$ cat src/rtl/bsg_manycore_gs_store_stage.sv
// Gather/scatter write-back stage: buffers returned load words, stores each one to
// dst_addr + load_id, then writes 1 to the signal address once all stores are acknowledged.
module bsg_manycore_gs_store_stage #(
    parameter int x_cord_width_p    = 4,
    parameter int y_cord_width_p    = 4,
    parameter int data_width_p      = 32,
    parameter int addr_width_p      = 32,
    parameter int load_id_width_p   = 11,
    parameter int max_out_credits_p = 200,
    parameter int buf_els_p         = 8,
    localparam int credit_width_lp  = $clog2(max_out_credits_p+1)
) (
    input  logic                        clk_i,
    input  logic                        reset_i,

    input  logic                        start_i,
    input  logic [addr_width_p-1:0]     dst_addr_i,
    input  logic [x_cord_width_p-1:0]   dst_x_i,
    input  logic [y_cord_width_p-1:0]   dst_y_i,
    input  logic [addr_width_p-1:0]     sig_addr_i,
    input  logic [x_cord_width_p-1:0]   sig_x_i,
    input  logic [y_cord_width_p-1:0]   sig_y_i,
    input  logic [load_id_width_p:0]    num_words_i,

    input  logic                        in_v_i,
    input  logic [data_width_p-1:0]     in_data_i,
    input  logic [load_id_width_p-1:0]  in_load_id_i,
    output logic                        in_ready_o,

    output logic                        out_v_o,
    output logic [addr_width_p-1:0]     out_addr_o,
    output logic [data_width_p-1:0]     out_data_o,
    output logic [data_width_p/8-1:0]   out_mask_o,
    output logic [x_cord_width_p-1:0]   out_x_o,
    output logic [y_cord_width_p-1:0]   out_y_o,
    input  logic                        out_ready_i,
    input  logic [credit_width_lp-1:0]  out_credits_i,

    output logic                        busy_o,
    output logic                        done_o
);

    localparam int ptr_w_lp = $clog2(buf_els_p);

    localparam logic [1:0] IDLE_S   = 2'd0;
    localparam logic [1:0] STORE_S  = 2'd1;
    localparam logic [1:0] DRAIN_S  = 2'd2;
    localparam logic [1:0] SIGNAL_S = 2'd3;

    typedef struct packed {
        logic [load_id_width_p-1:0] id;
        logic [data_width_p-1:0]    data;
    } ret_s;

    logic [1:0]                  state_r;
    logic [addr_width_p-1:0]     dst_addr_r, sig_addr_r;
    logic [x_cord_width_p-1:0]   dst_x_r, sig_x_r;
    logic [y_cord_width_p-1:0]   dst_y_r, sig_y_r;
    logic [load_id_width_p:0]    num_words_r, count_r, count_inc;
    logic                        done_r;

    ret_s                        mem_r [buf_els_p];
    logic [ptr_w_lp:0]           wr_ptr_r, rd_ptr_r;
    logic                        full, empty, enq, deq, fire, cred_ok, start_ok;
    ret_s                        head;

    // Extra pointer bit distinguishes full from empty when the indices match.
    assign empty   = (wr_ptr_r == rd_ptr_r);
    assign full    = (wr_ptr_r[ptr_w_lp] != rd_ptr_r[ptr_w_lp])
                   & (wr_ptr_r[ptr_w_lp-1:0] == rd_ptr_r[ptr_w_lp-1:0]);
    assign head    = mem_r[rd_ptr_r[ptr_w_lp-1:0]];

    assign in_ready_o = (state_r == STORE_S) & ~full;
    assign enq        = in_v_i & in_ready_o;
    assign fire       = out_v_o & out_ready_i;
    assign deq        = fire & (state_r == STORE_S);
    assign cred_ok    = (out_credits_i != '0);
    assign start_ok   = start_i & (state_r == IDLE_S);
    assign count_inc  = count_r + 1'b1;

    assign out_mask_o = '1;
    assign busy_o     = (state_r != IDLE_S);
    assign done_o     = done_r;

    always_comb begin
        out_v_o    = 1'b0;
        out_addr_o = dst_addr_r + addr_width_p'(head.id);
        out_data_o = head.data;
        out_x_o    = dst_x_r;
        out_y_o    = dst_y_r;
        case (state_r)
            STORE_S:  out_v_o = ~empty & cred_ok;
            SIGNAL_S: begin
                out_v_o    = cred_ok;
                out_addr_o = sig_addr_r;
                out_data_o = data_width_p'(1);
                out_x_o    = sig_x_r;
                out_y_o    = sig_y_r;
            end
            default: ;
        endcase
    end

    always_ff @(posedge clk_i or posedge reset_i) begin
        if (reset_i) begin
            state_r     <= IDLE_S;
            dst_addr_r  <= '0;
            dst_x_r     <= '0;
            dst_y_r     <= '0;
            sig_addr_r  <= '0;
            sig_x_r     <= '0;
            sig_y_r     <= '0;
            num_words_r <= '0;
            count_r     <= '0;
            done_r      <= 1'b0;
        end else begin
            done_r <= 1'b0;
            case (state_r)
                IDLE_S: if (start_i) begin
                    dst_addr_r  <= dst_addr_i;
                    dst_x_r     <= dst_x_i;
                    dst_y_r     <= dst_y_i;
                    sig_addr_r  <= sig_addr_i;
                    sig_x_r     <= sig_x_i;
                    sig_y_r     <= sig_y_i;
                    num_words_r <= num_words_i;
                    count_r     <= '0;
                    state_r     <= (num_words_i == '0) ? DRAIN_S : STORE_S;
                end
                STORE_S: if (fire) begin
                    count_r <= count_inc;
                    if (count_inc == num_words_r) state_r <= DRAIN_S;
                end
                // Full credit pool means every data store has been acknowledged.
                DRAIN_S: if (out_credits_i == credit_width_lp'(max_out_credits_p))
                    state_r <= SIGNAL_S;
                SIGNAL_S: if (fire) begin
                    state_r <= IDLE_S;
                    done_r  <= 1'b1;
                end
                default: state_r <= IDLE_S;
            endcase
        end
    end

    always_ff @(posedge clk_i or posedge reset_i) begin
        if (reset_i) begin
            wr_ptr_r <= '0;
            rd_ptr_r <= '0;
        end else if (start_ok) begin
            wr_ptr_r <= '0;
            rd_ptr_r <= '0;
        end else begin
            if (enq) wr_ptr_r <= wr_ptr_r + 1'b1;
            if (deq) rd_ptr_r <= rd_ptr_r + 1'b1;
        end
    end

    always_ff @(posedge clk_i) begin
        if (enq) mem_r[wr_ptr_r[ptr_w_lp-1:0]] <= '{id: in_load_id_i, data: in_data_i};
    end

endmodule
$ cat config.mk
export PLATFORM = sky130hd
export DESIGN_NAME = bsg_manycore_gs_store_stage
export DESIGN_NICKNAME = d
export VERILOG_FILES = /design/src/rtl/bsg_manycore_gs_store_stage.sv
export SDC_FILE = /design/constraint.sdc
export NUM_CORES = 1
export LEC_CHECK = 0
export CELL_PAD_IN_SITES_DETAIL_PLACEMENT = 1
export CELL_PAD_IN_SITES_GLOBAL_PLACEMENT = 1
export CORE_ASPECT_RATIO = 0.6
export CORE_MARGIN = 2
export CORE_UTILIZATION = 50
export CTS_CLUSTER_SIZE = 25
export DETAILED_ROUTE_END_ITERATION = 8
export PLACE_DENSITY = 0.91
export SLEW_MARGIN = 10
export SYNTH_ARGS = -nofsm -noshare
export SYNTH_HDL_FRONTEND = slang
export SYNTH_SLANG_ARGS = --single-unit
$ cat constraint.sdc
create_clock -name clk_i -period 14.8 [get_ports clk_i]
set_input_delay 2.96 -clock clk_i [delete_from_list [all_inputs] [get_ports clk_i]]
set_output_delay 2.96 -clock clk_i [all_outputs]
set_load 0.1 [all_outputs]
==> impl_metrics.json <==
{
  "syn_area_sq_mm": 0.0195,
  "wire_per_inst_um": 24.6,
  "rows": 55,
  "r2r_start": "rd_ptr_r[0]$_DFFE_PP0P_",
  "gp_congestion": 0.866,
  "cp_max_fo": 50,
  "wl_mm": 51.8,
  "worstMarginPinSlew_ns": 1.11,
  "die_area_sq_mm": 0.0406,
  "numPortBuffers": 223,
  "layout_common_cells": "edfxtp_1 (344), nand2_1 (326), clkdlybuf4s50_1 (223)",
  "top_layer": "met4",
  "detail_route.iter0.violations": 860,
  "r2r_setup_slack_ns": 9.90,
  "cts-root-buf": "clkbuf_16",
  "yosys.area.top_type": "edfxtp_1",
  "relSlewSlack_pct": 25.8,
  "chipHeight_um": 157,
  "grt_overflow": 0,
  "wl_met3_mm": 2.08,
  "skew_ns": 0.0194,
  "rsz0062_at_grt": "no",
  "vias_per_cell": 5.71,
  "setup_tns_ns": 0,
  "synthDistinctLibCells": 55,
  "first_global_vias": 13200,
  "synth_edf_count": 344,
  "fmax_ghz": 0.104,
  "crit_type": "reg -> out",
  "startpoint_type": "register",
  "ys_warn_count": 0,
  "htreeDepth": 2,
  "die_w_um": 259,
  "routed-via-count": 12000,
  "drcViolationCount": 0,
  "vdd_ir_drop_max_uv": 371,
  "cp_slowest_cell": "clkdlybuf4s50_1",
  "placed_cells": 2027,
  "cp_cell_sequence": "mux4_2, mux2_2, ha_1, fa_1, a21o_1, a21oi_1, o32ai_1, o311ai_2, a21boi_0, xnor2_1, o21ai_0, clkdlybuf4s50_1",
  "path_buf_inv": 1,
  "r2r_cells": 7,
  "arrival_ns": 6.65,
  "leakage_nw": 8.41,
  "fin_crit_sh_pct": 64.9,
  "synth-seq-cells": 459,
  "clk_path_buf_depth": 3,
  "hold_path_class": "reg -> reg",
  "maxCapViolations": 0,
  "synth-main-ff-cell": "edfxtp_1",
  "dp_hpwl_mm": 32.9,
  "design.final.nets": 1726,
  "post_cts_buffers": 0,
  "outcome": "finished, final reports clean",
  "gr-usage-all-layers_pct": 25.8,
  "met1_length_mm": 22.0,
  "async_flop_share_pct": 25.1,
  "antenna_found_initial": 3,
  "avgSynthCellArea_sq_um": 14.5,
  "final_common_cell": "edfxtp_1",
  "drive_gt1_share_pct": 13.1,
  "areaGrowthSynthToFinish_pct": 21.1,
  "path_delay_family": "compound AO/OA/AOI/OAI gates",
  "coreArea_sq_mm": 0.0381,
  "yosysSeqAreaShare_pct": 67.8,
  "cts_hold_buffers": 0,
  "clock_latency_ns": 0.56,
  "cts_tree": "built",
  "yosys.area.top_type_share_pct": 53.1,
  "grt_pass1_wl_mm": 78.8,
  "initial_core_util_pct": 51.2,
  "maxSlewViolCount": 0,
  "cts.sinks": 459,
  "synth_area_leaders": "edfxtp_1 (53%), dfrtp_1 (15%), mux4_2 (9.9%), nand2_1 (6.3%), mux2i_1 (1.7%)",
  "cpPeakStageDelay_ns": 1.16,
  "cts_inserted_buffers": 42,
  "io_pins": 228,
  "stdcell_count": 2106,
  "firstDrtPassIters": 4,
  "netlist_instances": 1344,
  "hold_path_depth": 2,
  "required_ns": 11.84,
  "dr_wl_met2_mm": 26.3,
  "clkTransAtPathRegs_ns": 0.06,
  "p_per_area_mw_per_mm2": 226,
  "grt_max_degree": 87,
  "hp-start": "sig_addr_r[8]$_DFFE_PP0P_",
  "min_to": "sig_addr_r[8]$_DFFE_PP0P_",
  "hold_violations": 0,
  "cp-end-kind": "output port",
  "period_minus_slack_ns": 9.61,
  "finalSetupViolations": 0,
  "postRouteAntennaNets": 0,
  "r2r-end": "mem_r[0][28]$_DFFE_PP_",
  "cts_resized": 0
}
[report_power, final]
group          total (mW)  internal, mW  switching [mW]
Clock                1.06         0.579           0.477
Sequential           1.73          1.57           0.154
Combinational        2.54         0.686            1.86
[how the worst max path moves through the flow]
stage | start | to | cells after the start
after CTS | rd_ptr_r[0]$_DFFE_PP0P_ | out_addr_o[12] | 12
after floorplan | rd_ptr_r[0]$_DFFE_PP0P_ | out_addr_o[12] | 13
final | rd_ptr_r[0]$_DFFE_PP0P_ | out_addr_o[12] | 12
after detailed placement | rd_ptr_r[0]$_DFFE_PP0P_ | out_addr_o[12] | 12
after global routing | rd_ptr_r[0]$_DFFE_PP0P_ | out_addr_o[16] | 12
after global placement | rd_ptr_r[0]$_DFFE_PP0P_ | out_addr_o[12] | 12
[Yosys cell counts (2+ instances only)]
| master | instances |
|---|---|
| nand3_1 | 17 |
| xor2_1 | 15 |
| xnor2_1 | 37 |
| and4_1 | 3 |
| o211ai_1 | 2 |
| dfrtp_1 | 115 |
| mux2_2 | 22 |
| buf_1 | 8 |
| nor2b_1 | 3 |
| edfxtp_1 | 344 |
| a21boi_0 | 2 |
| buf_4 | 5 |
| a31oi_1 | 5 |
| mux4_2 | 86 |
| o21ai_0 | 52 |
| inv_1 | 14 |
| o21a_1 | 2 |
| nor3b_1 | 4 |
| o21bai_1 | 2 |
| or2_2 | 3 |
| o31ai_1 | 10 |
| nand4_1 | 6 |
| o32ai_1 | 2 |
| mux2i_1 | 33 |
| and2_1 | 8 |
| buf_2 | 9 |
| nor3_1 | 10 |
| ha_1 | 19 |
| or3_1 | 4 |
| a211oi_1 | 5 |
| a211o_1 | 3 |
| nor2_1 | 59 |
| nand2b_1 | 5 |
| a21oi_1 | 25 |
| nor4_1 | 2 |
| nand2_1 | 327 |
| and3_1 | 3 |
| clkbuf_1 | 50 |
| a21o_1 | 7 |
[through the flow]
step	setup WS [ns]	hold WS [ns]	power (mW)	instance area (sq um)	utilization, %
finish	5.19	0.470	5.32	23600	62.0
global route	4.85	0.504	5.53	23600	62.0
CTS	5.16	0.477	5.36	23600	61.9
detailed placement	5.78	0.462	4.28	22300	58.5
global placement	6.04	0.453	4.20	22300	58.5
floorplan	6.02	0.440	3.60	19500	-
[tightest hold or removal path: cells and delay by family, from the launching register on]
family / cells / cell delay, ns
flops: 1 / 0.34
simple gates: 2 / 0.10
[layout make-up]
| cell class | count | area (sq um) |
|---|---|---|
| inverter | 14 | 55.1 |
| clock buffer | 60 | 1230 |
| timing repair buffer | 240 | 2360 |
| multi-input combinational | 801 | 5980 |
| fill | 3548 | 14500 |
| sequential | 459 | 13200 |
| clock inverter | 16 | 96.3 |
| antenna | 3 | 7.51 |
| tap | 513 | 642 |
[routing by layer]
metal / vias to the layer above / global-route usage (%)
li1: 5353 / -
met1: 6278 / 34.9
met2: 301 / 43.5
met3: 98 / 3.71
met4: 0 / 8.06
met5: - / 0
[logic make-up after synthesis]
kind of cell	Yosys count	share of synthesized area, %
flip-flops	459	67.8
AND/OR/NAND/NOR	459	9.74
multiplexers	142	13.0
AO/OA/AOI/OAI	124	3.88
buffers and inverters	87	1.87
XOR/XNOR	52	2.34
adder cells (fa/ha/maj)	20	1.32
other	1	0.0193
[state kept, by name, indices dropped and copies added, names as in the netlist]
| name | cells |
|---|---|
| sig_addr_r | 32 |
| sig_x_r | 4 |
| sig_y_r | 4 |
| done_o | 1 |
| dst_y_r | 4 |
| rd_ptr_r | 4 |
| state_r | 2 |
| count_r | 12 |
| wr_ptr_r | 4 |
| mem_r | 344 |
| dst_addr_r | 32 |
| num_words_r | 12 |
| dst_x_r | 4 |
Note: power is estimated with default switching activity, not from simulation.
